File: src/rtl/bp_pkt_pkg.sv
// Shared types and constants for the BytePipe packet arbiter.
package bp_pkt_pkg;

   typedef enum logic [1:0] {
      ST_IDLE = 2'd0,
      ST_HDR  = 2'd1,
      ST_BODY = 2'd2
   } state_e;

   localparam logic [3:0] TAG_NIBBLE  = 4'hA;
   localparam int         PKT_LEN_MAX = 255;
   // Byte counter is sized for the largest legal packet, not the configured one.
   localparam int         CNT_W       = $clog2(PKT_LEN_MAX + 1);

   function automatic int engine_w(input int n);
      return (n > 1) ? $clog2(n) : 1;
   endfunction

endpackage

File: src/rtl/rr_arbiter.sv
// Combinational round-robin picker: first request strictly after last_i, wrapping.
module rr_arbiter #(
   parameter int N = 2,
   parameter int W = 1
) (
   input  logic [N-1:0] req_i,
   input  logic [W-1:0] last_i,
   output logic [W-1:0] grant_o,
   output logic         valid_o
);

   logic [W-1:0] idx_s;
   logic         hit_s;

   // Scan N positions starting one past the previous winner.
   always_comb begin
      grant_o = last_i;
      valid_o = 1'b0;
      idx_s   = last_i;
      hit_s   = 1'b0;
      for (int k = 1; k <= N; k++) begin
         idx_s   = W'((int'(last_i) + k) % N);
         hit_s   = !valid_o && req_i[idx_s];
         grant_o = hit_s ? idx_s : grant_o;
         valid_o = valid_o | hit_s;
      end
   end

endmodule

File: src/rtl/bp_pkt_arbiter.sv
// Round-robin packet merger from N_ENGINE FIFOs onto one BytePipe stream.
// Optional header byte per packet when BP_PKT_ARBITER_TAG_EN is defined.
module bp_pkt_arbiter
   import bp_pkt_pkg::*;
#(
   parameter  int N_ENGINE = 2,
   parameter  int PKT_LEN  = 8,
   localparam int ENGINE_W = engine_w(N_ENGINE)
) (
   input  logic                  i_clk,
   input  logic                  i_rstn,
   input  logic                  i_cg,
   input  logic [N_ENGINE*8-1:0] i_pktfifo_data,
   input  logic [N_ENGINE-1:0]   i_pktfifo_empty,
   input  logic [N_ENGINE-1:0]   i_pktAvail,
   output logic [N_ENGINE-1:0]   o_pktfifo_pop,
   input  logic [N_ENGINE-1:0]   i_engineEn,
   output logic [7:0]            o_bp_data,
   output logic                  o_bp_valid,
   input  logic                  i_bp_ready,
   output logic                  o_busy,
   output logic [ENGINE_W-1:0]   o_grant,
   output logic                  o_underflow
);

   state_e              state_q, state_d;
   logic [CNT_W-1:0]    cnt_q, cnt_d;
   logic [ENGINE_W-1:0] grant_q, grant_d;
   logic                busy_q, busy_d;
   logic [7:0]          data_q, data_d;
   logic                valid_q, valid_d;
   logic                uflow_q, uflow_d;

   logic [7:0]          head_s [N_ENGINE];
   logic [N_ENGINE-1:0] req_s;
   logic [ENGINE_W-1:0] arb_grant_s;
   logic                arb_valid_s;
   logic                may_load_s;
   logic [N_ENGINE-1:0] pop_s;

   for (genvar g = 0; g < N_ENGINE; g++) begin : g_unpack
      assign head_s[g] = i_pktfifo_data[8*g +: 8];
   end

   assign req_s      = i_pktAvail & i_engineEn;
   assign may_load_s = i_cg && (!valid_q || i_bp_ready);

   rr_arbiter #(.N(N_ENGINE), .W(ENGINE_W)) u_rr (
      .req_i   (req_s),
      .last_i  (grant_q),
      .grant_o (arb_grant_s),
      .valid_o (arb_valid_s)
   );

   // Next-state, output-register and pop decode.
   always_comb begin
      state_d = state_q;
      cnt_d   = cnt_q;
      grant_d = grant_q;
      busy_d  = busy_q;
      data_d  = data_q;
      valid_d = valid_q;
      uflow_d = 1'b0;
      pop_s   = '0;
      case (state_q)
         ST_IDLE: begin
            if (may_load_s) begin
               valid_d = 1'b0;
            end else begin
               valid_d = valid_q;
            end
            if (arb_valid_s) begin
               grant_d = arb_grant_s;
               busy_d  = 1'b1;
               cnt_d   = '0;
`ifdef BP_PKT_ARBITER_TAG_EN
               state_d = ST_HDR;
`else
               state_d = ST_BODY;
`endif
            end else begin
               state_d = ST_IDLE;
            end
         end
`ifdef BP_PKT_ARBITER_TAG_EN
         ST_HDR: begin
            if (may_load_s) begin
               data_d  = {TAG_NIBBLE, 4'(grant_q)};
               valid_d = 1'b1;
               state_d = ST_BODY;
            end else begin
               state_d = ST_HDR;
            end
         end
`endif
         ST_BODY: begin
            if (may_load_s && !i_pktfifo_empty[grant_q]) begin
               pop_s   = N_ENGINE'(1) << grant_q;
               data_d  = head_s[grant_q];
               valid_d = 1'b1;
               cnt_d   = cnt_q + CNT_W'(1);
               if (cnt_q == CNT_W'(PKT_LEN - 1)) begin
                  state_d = ST_IDLE;
                  busy_d  = 1'b0;
               end else begin
                  state_d = ST_BODY;
               end
            end else if (may_load_s) begin
               // Starved mid-packet: drop valid once the held byte has gone, keep waiting.
               uflow_d = 1'b1;
               valid_d = 1'b0;
            end else begin
               state_d = ST_BODY;
            end
         end
         default: begin
            state_d = ST_IDLE;
            busy_d  = 1'b0;
         end
      endcase
   end

   // State and output registers; i_cg low freezes everything.
   always_ff @(posedge i_clk or negedge i_rstn) begin
      if (!i_rstn) begin
         state_q <= ST_IDLE;
         cnt_q   <= '0;
         grant_q <= ENGINE_W'(N_ENGINE - 1);
         busy_q  <= 1'b0;
         data_q  <= 8'h00;
         valid_q <= 1'b0;
         uflow_q <= 1'b0;
      end else if (i_cg) begin
         state_q <= state_d;
         cnt_q   <= cnt_d;
         grant_q <= grant_d;
         busy_q  <= busy_d;
         data_q  <= data_d;
         valid_q <= valid_d;
         uflow_q <= uflow_d;
      end
   end

   assign o_pktfifo_pop = pop_s;
   assign o_bp_data     = data_q;
   assign o_bp_valid    = valid_q;
   assign o_busy        = busy_q;
   assign o_grant       = grant_q;
   assign o_underflow   = uflow_q;

endmodule
File: config.mk
export PLATFORM = sky130hd
export DESIGN_NAME = bp_pkt_arbiter
export DESIGN_NICKNAME = d
export VERILOG_FILES = /design/src/rtl/bp_pkt_pkg.sv /design/src/rtl/rr_arbiter.sv /design/src/rtl/bp_pkt_arbiter.sv
export SDC_FILE = /design/constraint.sdc
export NUM_CORES = 1
export LEC_CHECK = 0
export CAP_MARGIN = 20
export CORE_ASPECT_RATIO = 0.7
export CORE_MARGIN = 2
export CORE_UTILIZATION = 39
export CTS_BUF_LIST = sky130_fd_sc_hd__clkbuf_4 sky130_fd_sc_hd__clkbuf_8 sky130_fd_sc_hd__clkbuf_16
export DETAILED_ROUTE_END_ITERATION = 10
export PLACE_DENSITY = 0.73
export SYNTH_ARGS = -nofsm -noshare
export SYNTH_HDL_FRONTEND = slang
export SYNTH_HIERARCHICAL = 1
export SYNTH_SLANG_ARGS = --single-unit
File: constraint.sdc
create_clock -name i_clk -period 1.55 [get_ports i_clk]
set_input_delay 0.155 -clock i_clk [delete_from_list [all_inputs] [get_ports i_clk]]
set_output_delay 0.155 -clock i_clk [all_outputs]
set_load 0.05 [all_outputs]
==> impl_metrics.yaml <==
floorplan:
  initial_core_util_pct: 42.6
  num_io_pins: 40
  die_h_um: 48.2
  coreArea_um2: 2550
  rows: 15
  die_area_um2: 3240
  die_width_um: 67.1
layout:
  antennaDiodeCount: 0
  nNetsFinal: 194
  area_delta_synth_final_pct: 55.3
  fillers: 208
  drive_above_1_share_pct: 22.9
  instances_no_fill: 200
cts:
  cts.htree.levels: 1
  path_clk_slew_ns: 0.08
  cts_buffers: 3
  ctsHoldBuffers: 0
  cts.sinks: 21
  cts_root_buffer: "clkbuf_8"
  clk_latency_ns: 0.26
  cts_tree: "done"
  clockBufferDepth: 2
synthesis:
  synth_area_leaders: "dfrtp_1 (46%), mux2i_1 (8.3%), o21ai_1 (6.0%)"
  synth.net_count: 141
  synthDistinctLibCells: 33
  synth_edf_count: 0
  postSynthCellCount: 114
  ys_seq_elements: 21
  syn_avg_cell_area_um2: 9.55
  yosysWarnings: 6
  synth.top_cell.area_share_pct: 46.0
  synth_top_area_cell: "dfrtp_1"
  dominantRegCellSynth: "dfrtp_1"
  async_flop_share_pct: 100
  yosysSeqAreaShare_pct: 48.4
  synthesis.area_um2: 1090
setup_path:
  rrSetupSlack_ns: -0.25
  cp.depth: 4
  cpLargestDelayFamily: "flip-flops"
  worst-path-buf-inv: 1
  cp-start-kind: "flip-flop"
  worst-r2r-cell-count: 7
  cpMaxStageDelayCell: "dfstp_4"
  setup.worst_path.class: "reg2out"
  cp.required_ns: 1.39
  arrival_ns: 1.66
  crit_fanout: 3
  end_kind: "output port"
  r2r-end: "cnt_q[4]"
  crit_chain: "mux2i_4 > and4_1 > and2_4 > buf_12"
  rr_startpoint: "o_grant"
  slowest_delay_ns: 0.64
pwr:
  power_density_nw_per_um2: 990
  power_leakage_nw: 0.746
  ir_worst_vdd_mv: 0.711
job:
  cap_violations: 0
placed_design:
  post-place-ws_ns: -0.182
  port_buffers: 39
  dp.cells: 193
  gp_congestion: 0.870
  hpwl_mm: 1.93
sta:
  slew_viol_final: 0
  skew_ns: 0.00360
  worst_slew_pin_slew_ns: 0.270
  finalSetupViolCount: 18
  finalCriticalPeriod_ns: 1.82
  max_freq_mhz: 550
  period_share_pct: 117
  finalHoldViolCount: 0
  rsz0062_at_grt: "true"
  relSlewSlack_pct: 82.0
  setup_ws_ns: -0.267
global_route:
  grt.overflow.total: 0
  grt_max_degree: 22
  grt_usage_pct: 16.6
  grt_pass1_vias: 920
  grt_pass1_wl_mm: 3.92
  antenna_found_initial: 0
status:
  status: "complete, but fails checks"
  violations: "setup timing"
detailed_routing:
  postRouteAntennaNets: 0
  drcViolationCount: 0
  vias: 1001
  first_pass_iters: 4
  wl_mm: 2.52
  drtIter0Drc: 39
  via_per_inst: 5.01
  wl_per_cell_um: 12.6
min_path:
  hold_path.class: "in2async"
[state kept, by name (all words and copies together), names as in the netlist, named ones only]
register and cells:
cnt_q 8, o_underflow 1, state_q 1, o_busy 1
o_bp_data 8, o_grant 1
[worst max-delay path by stage]
stage,end,start,slack [ns]
finish,o_pktfifo_pop[1],o_grant,-0.27
global placement,cnt_q[3],i_pktAvail[0],-0.13
floorplan,cnt_q[7],o_grant,-0.27
CTS,o_pktfifo_pop[1],o_grant,-0.28
detailed placement,cnt_q[5],i_pktAvail[0],-0.18
global route,o_pktfifo_pop[0],o_grant,-0.34
[logic make-up after synthesis]
| logic type | share of synthesized area [%] |
|---|---|
| simple gates | 23.8 |
| compound gates | 12.3 |
| flops | 48.4 |
| buf+inv | 3.79 |
| mux | 10.6 |
| fa+ha+maj | 1.15 |
[per-stage QoR]
| stage | hold WS, ns | TNS [ns] | total power, mW | area (µm²) | util (%) |
|---|---|---|---|---|---|
| 6_report | 0.237 | -1.93 | 1.67 | 1690 | 66.2 |
| 5_1_grt | 0.260 | -3.28 | 1.77 | 1690 | 66.2 |
| 4_1_cts | 0.246 | -2.04 | 1.69 | 1690 | 66.2 |
| 3_5_place_dp | 0.474 | -1.42 | 1.32 | 1610 | 63.2 |
| 3_3_place_gp | 0.467 | -1.04 | 1.31 | 1610 | 63.2 |
| 2_1_floorplan | -0.141 | -2.17 | 1.08 | 1120 | - |
[power breakdown]
| group | leakage [nW] | switching, mW | internal, mW |
|---|---|---|---|
| clock network | 0.0255 | 0.174 | 0.179 |
| registers | 0.249 | 0.0673 | 0.637 |
| logic | 0.472 | 0.368 | 0.250 |
| total | 0.746 | 0.609 | 1.07 |
[per-layer routing]
metal	global-route usage, %	vias up	wire, µm
li1	-	508	-
met1	22.1	456	1210
met2	26.7	37	1130
met3	6.00	0	175
met4	3.27	0	0
met5	0	-	0
[synthesized netlist by cell type (2+ instances only)]
library cell / number
a21o_1: 3
clkbuf_1: 5
or3_1: 3
nand3_1: 11
nand4_1: 2
dfrtp_1: 20
o21ai_1: 13
nand2_1: 16
and2_1: 3
inv_1: 5
a21oi_1: 2
o211ai_1: 2
mux2i_1: 9
[what timing repair did]
item / CTS / global route
endpoints found under the setup margin: 10 / 19
resized for setup: 2 / 0
cloned: 0 / 0
pin swaps: 5 / 1
buffers inserted: 3 / 0
[cell type report]
type                    count  area (µm²)  area share (%)
multi-input cells          82         539            31.9
clock inverters             1        5.00           0.296
flip-flops and latches     21         531            31.4
repair buffers             54         513            30.3
clock buffers               3        41.3            2.44
well taps                  34        42.5            2.52
inverters                   5        18.8            1.11
[placed cells by master, fill, tap and decap left out, types with 2 or more instances in the layout]
cell | netlist | final
a21o_1 | 3 | 3
buf_4 | 0 | 25
and2_1 | 3 | 2
buf_12 | 0 | 3
nand2_1 | 16 | 16
a21oi_1 | 2 | 2
or3_1 | 3 | 3
nand4_1 | 2 | 2
mux2i_1 | 9 | 9
inv_1 | 5 | 5
dfrtp_1 | 20 | 20
nand3_1 | 11 | 11
clkdlybuf4s50_1 | 0 | 25
o211ai_1 | 2 | 2
clkbuf_8 | 0 | 3
o21ai_1 | 13 | 13
No activity file was read; power rests on OpenSTA's default activity.
